### src/rtl/seq_det_fsm_pkg.sv
// Shared constants for the programmable count-sequence detector.
package seq_det_fsm_pkg;

  localparam int DEF_CNT_W   = 4;
  localparam int SEQ_LEN_MAX = 8;
  localparam int MATCH_IDX_W = 4;
  localparam logic [MATCH_IDX_W-1:0] IDX_IDLE = '0;

  // Zero-width safe counter width for the inter-sample gap timer.
  function automatic int gap_width(input int max_gap);
    return (max_gap < 1) ? 1 : $clog2(max_gap + 1);
  endfunction

endpackage

### src/rtl/seq_det_fsm_gap_timer.sv
// Idle-cycle counter used while a partial match is pending.
module seq_gap_timer
  import seq_det_fsm_pkg::*;
#(
  parameter int MAX_GAP = 4
) (
  input  logic clk,
  input  logic rst,
  input  logic clear,
  input  logic advance,
  output logic expire
);

  localparam int GAP_W = gap_width(MAX_GAP);

  logic [GAP_W-1:0] gap_q, gap_d;

  // The partial match survives MAX_GAP idle cycles; the next idle one expires it.
  assign expire = advance && (MAX_GAP != 0) && (gap_q == GAP_W'(MAX_GAP));

  always_comb begin
    gap_d = gap_q;
    if (clear || expire) gap_d = '0;
    else if (advance)    gap_d = gap_q + 1'b1;
  end

  always_ff @(posedge clk) begin
    if (rst) gap_q <= '0;
    else     gap_q <= gap_d;
  end

endmodule

### src/rtl/seq_det_fsm.sv
// Detects a programmable sequence of SEQ_LEN valid samples, with gap timeout,
// restart-on-element-0 fallback and a saturating hit counter.
module seq_det_fsm
  import seq_det_fsm_pkg::*;
#(
  parameter int CNT_W   = DEF_CNT_W,
  parameter int SEQ_LEN = 3,
  parameter int MAX_GAP = 4,
  parameter int HIT_W   = 8
) (
  input  logic                     clk,
  input  logic                     rst,
  input  logic                     en,
  input  logic                     cnt_vld,
  input  logic [CNT_W-1:0]         cnt,
  input  logic [SEQ_LEN*CNT_W-1:0] pattern,
  input  logic                     hit_clr,
  output logic                     fsm_out,
  output logic [MATCH_IDX_W-1:0]   match_idx,
  output logic [HIT_W-1:0]         hit_cnt
);

  localparam logic [MATCH_IDX_W-1:0] IDX_FINAL = MATCH_IDX_W'(SEQ_LEN);
  localparam logic [HIT_W-1:0]       HIT_MAX   = '1;

  logic [MATCH_IDX_W-1:0] idx_q, idx_d;
  logic [HIT_W-1:0]       hit_q, hit_d;
  logic [CNT_W-1:0]       cur_elem;
  logic                   hit_inc, gap_clr, gap_adv, gap_exp;

  always_comb begin
    cur_elem = '0;
    for (int i = 0; i < SEQ_LEN; i++)
      if (idx_q == MATCH_IDX_W'(i)) cur_elem = pattern[i*CNT_W +: CNT_W];
  end

  always_comb begin
    idx_d   = idx_q;
    hit_inc = 1'b0;
    gap_clr = 1'b0;
    gap_adv = 1'b0;
    if (!en) begin
      idx_d   = IDX_IDLE;
      gap_clr = 1'b1;
    end else if (cnt_vld) begin
      gap_clr = 1'b1;
      if (idx_q < IDX_FINAL && cnt == cur_elem) idx_d = idx_q + 1'b1;
      else if (cnt == pattern[CNT_W-1:0])       idx_d = MATCH_IDX_W'(1);
      else                                      idx_d = IDX_IDLE;
      hit_inc = (idx_d == IDX_FINAL);
    end else if (idx_q == IDX_FINAL) begin
      idx_d   = IDX_IDLE;
      gap_clr = 1'b1;
    end else if (idx_q == IDX_IDLE) begin
      gap_clr = 1'b1;
    end else begin
      gap_adv = 1'b1;
      if (gap_exp) idx_d = IDX_IDLE;
    end
  end

  always_comb begin
    hit_d = hit_q;
    if (hit_clr)                        hit_d = '0;
    else if (hit_inc && hit_q != HIT_MAX) hit_d = hit_q + 1'b1;
  end

  always_ff @(posedge clk) begin
    if (rst) begin
      idx_q <= IDX_IDLE;
      hit_q <= '0;
    end else begin
      idx_q <= idx_d;
      hit_q <= hit_d;
    end
  end

  seq_gap_timer #(.MAX_GAP(MAX_GAP)) u_gap (
    .clk     (clk),
    .rst     (rst),
    .clear   (gap_clr),
    .advance (gap_adv),
    .expire  (gap_exp)
  );

  assign fsm_out   = (idx_q == IDX_FINAL);
  assign match_idx = idx_q;
  assign hit_cnt   = hit_q;

endmodule

### config.mk
export PLATFORM = sky130hd
export DESIGN_NAME = seq_det_fsm
export DESIGN_NICKNAME = d
export VERILOG_FILES = /design/src/rtl/seq_det_fsm_pkg.sv /design/src/rtl/seq_det_fsm_gap_timer.sv /design/src/rtl/seq_det_fsm.sv
export SDC_FILE = /design/constraint.sdc
export NUM_CORES = 1
export LEC_CHECK = 0
export CORE_MARGIN = 10
export CORE_UTILIZATION = 49
export CTS_BUF_LIST = sky130_fd_sc_hd__clkbuf_16
export CTS_CLUSTER_SIZE = 16
export DETAILED_ROUTE_END_ITERATION = 7
export PLACE_DENSITY = 0.84
export SLEW_MARGIN = 20
export SYNTH_ARGS = -nofsm -noshare
export SYNTH_HDL_FRONTEND = slang
export SYNTH_SLANG_ARGS = --single-unit
### constraint.sdc
create_clock -name clk -period 5.69 [get_ports clk]
set_input_delay 1.138 -clock clk [delete_from_list [all_inputs] [get_ports clk]]
set_output_delay 1.138 -clock clk [all_outputs]
set_load 0.005 [all_outputs]
==> run metrics <==
post-synthesis simple-gate area fraction=30.2%; mux contribution to synthesized area=less than 1%; Seq cells post-synth=15; final number of setup-violating endpoints=0; drt total wl=roughly 3000 microns; Max-cap violations=0; WP data required=approximately 5.9 ns; adder-cell share of the synthesized area=under 10%; DRC viols=0; YS warnings=0; worst-margin pin slew=around 1.1 ns; Max Root-Sink Buffers=2; chip height=66.3 microns; critical path arrival=around 3.2 ns; Die X=roughly 66 microns; # resized after CTS=0; # hold bufs at CTS=0; DR vias=approximately 1,100; Detailed Place HPWL=2310 microns; vias per cell=~5.9; # IOs=34; P&R area growth vs syn=41.4%; Mapped Cells=125; Synth Area in XOR/XNOR=4.18%; setup tns final=0 ns; RSZ-0062 raised after global routing=no; Worst Path Max Fanout=12; area of the die=about 4400 sq um; vias in the first global route=1,051; Synth Area in Compound Gates=~24%; Power Total=about 0.28 mW; largest family of logic cells by synthesized area=simple AND/OR/NAND/NOR gates; clock-pin slew on the worst setup and hold paths=about 0.050 ns; Netlist cell types=41; Power Density=~190 nW/um^2; Slew Limit Fails=0; Detailed Routing Iterations Pass 1=4; leakage=between 0.5 and 0.6 nW; Routed Antenna Nets=0; Synth top area share=around 29%; post-synthesis area per instance=roughly 8.4 sq um; Worst setup SP type=primary input; fin crit share=53.5%; final hold viol count=0; IR drop worst, VDD=206 uV; Setup crit end kind=flop; core area=~2000 sq um; relative slew slack=~28%; row count=16; Layout Skew=approximately 0.0034 ns; Final WS setup=about 2.6 ns; H-tree levels=1; multi-input combinational cell area=slightly above 700 sq um; port buffer count=33; fin nets=189; first-iteration detailed-routing DRC count=54; CTS Sinks=15; total CTS buffers=3; grt ovf=0; Seq. cell area=300 sq um; final RePlAce weighted congestion=about 0.79; routed len/inst=16.0 microns; Area contributors post-synth=dfxtp_1 29%, ha_1 8.4%, a21oi_1 4.3%, o31ai_1 4.3%, nor2_1 3.6%; initial core utilization=between 50% and 60%; Final Critical Period=3.04 ns; FILL cells=approximately 140; fraction of layout cells with a size suffix above 1=6.25%; pin count of the biggest net entering global routing=19; global-route usage over all layers=around 14%; status=finished clean; Clk Latency, worst-skew pair=roughly 0.25 ns; critical path class=in2reg; syn_nets=~150; initial antenna violation count=0; Root Driver=clkbuf_16; Setup Buffers After CTS=0; Place WS=~2.4 ns; post-synthesis sequential area ratio=between 20 and 30%; area leader, netlist=dfxtp_1; f_max=around 330 MHz; hold crit path type=reg2reg; CTS tree=yes; first-pass GRT wire length=4860 microns; synthesized area=1050 sq um; # diodes=0
-- metrics by stage --
stage | utilization, % | hold WS (ns) | cells | cell area (sq um)
after global routing | 74.1 | 0.492 | 187 | 1480
final | 74.1 | 0.461 | 187 | 1480
after global placement | 70.1 | 0.431 | 183 | 1400
after CTS | 74.1 | 0.464 | 187 | 1480
after detailed placement | 70.1 | 0.458 | 183 | 1400
after floorplan | - | 0.417 | 125 | 1050
-- synth_stat cells, drive strengths merged --
| library cell | number |
|---|---|
| a221o | 1 |
| nor3 | 4 |
| nand4b | 2 |
| o211ai | 1 |
| o31ai | 6 |
| or3b | 1 |
| and4 | 1 |
| xnor2 | 4 |
| a2bb2oi | 3 |
| inv | 7 |
| o21ai | 7 |
| and3 | 1 |
| ha | 7 |
| or4 | 5 |
| a21oi | 10 |
| and2 | 5 |
| o41ai | 1 |
| xor2 | 1 |
| nand3b | 1 |
| nand3 | 6 |
| nand2 | 7 |
| o21bai | 1 |
| or2 | 3 |
| buf | 1 |
| o32a | 1 |
| o2111ai | 1 |
| o21a | 1 |
| nor4b | 2 |
| nor2 | 10 |
| nand4 | 3 |
| dfxtp | 15 |
| or3 | 2 |
| nor2b | 1 |
| mux2i | 1 |
| clkbuf | 1 |
| o311ai | 1 |
-- area by class of cell --
class / count / share of cell area (%)
repair buffers: 33 / 22.3
multi-input cells: 101 / 48.1
well taps: 27 / 2.28
clock inverters: 1 / 0.253
inverters: 7 / 1.77
flip-flops and latches: 15 / 20.3
clock buffers: 3 / 5.06
-- worst max-delay path, cell delays in order --
cell	delay, ns
clkdlybuf4s50_1	0.54
nand4b_1	0.11
nor2_1	0.17
and2_1	0.17
o21ai_0	0.37
or4_1	0.59
a21oi_1	0.14
-- cells in the final DEF, fill, tap and decap left out, types with 2 or more instances in the layout --
cell and count:
clkdlybuf4s50_1 33, dfxtp_1 15, nor2_1 10, a21oi_1 9, inv_1 8, nand2_1 7
ha_1 7, nand3_1 6, o31ai_1 6, and2_1 5, o21ai_0 5, or4_1 5
nor3_1 4, xnor2_1 4, a2bb2oi_1 3, nand4_1 3, clkbuf_16 3, nand4b_1 2
o21ai_1 2, or3_1 2
-- state kept, by name, summed over array words and instances, names as in the netlist --
signal and flops:
hit_cnt 8, u_gap.gap_q 3, match_idx 4
-- cell families (layout without fill, tap and decap cells) --
| group | after synthesis | in the layout |
|---|---|---|
| simple gates | 54 | 54 |
| buf+inv | 9 | 44 |
| xor+xnor | 5 | 5 |
| flops | 15 | 15 |
| compound gates | 34 | 34 |
| fa+ha+maj | 7 | 7 |
| mux | 1 | 1 |
-- worst paths after layout --
| check | slack [ns] | end | depth (start not counted) | startpoint |
|---|---|---|---|---|
| worst max-delay path | 2.65 | hit_cnt[3]$_SDFFE_PP0P_ | 7 | cnt_vld |
| worst min register to register | 0.46 | u_gap.gap_q[0]$_SDFFE_PP0P_ | 1 | u_gap.gap_q[0]$_SDFFE_PP0P_ |
| worst max register to register | 2.93 | hit_cnt[0]$_SDFFE_PP0P_ | 8 | match_idx[1]$_SDFFE_PP0P_ |
| worst min-delay path | 0.46 | u_gap.gap_q[0]$_SDFFE_PP0P_ | 1 | u_gap.gap_q[0]$_SDFFE_PP0P_ |
-- where the power goes --
group          switching (mW)  total [mW]  internal [mW]
clock network          0.0429       0.136         0.0931
logic                  0.0166      0.0373         0.0208
registers            0.000282       0.106          0.105
-- layer usage --
layer	vias up	share of wire, %	wire length, microns	GRT usage (%)
met5	-	0	0	0
met4	0	1.9	56	4.71
met3	6	7.3	218	4.41
met2	44	48	1420	23.9
met1	504	43	1290	15.3
li1	543	-	-	-
No activity file was read; power rests on OpenSTA's default activity.
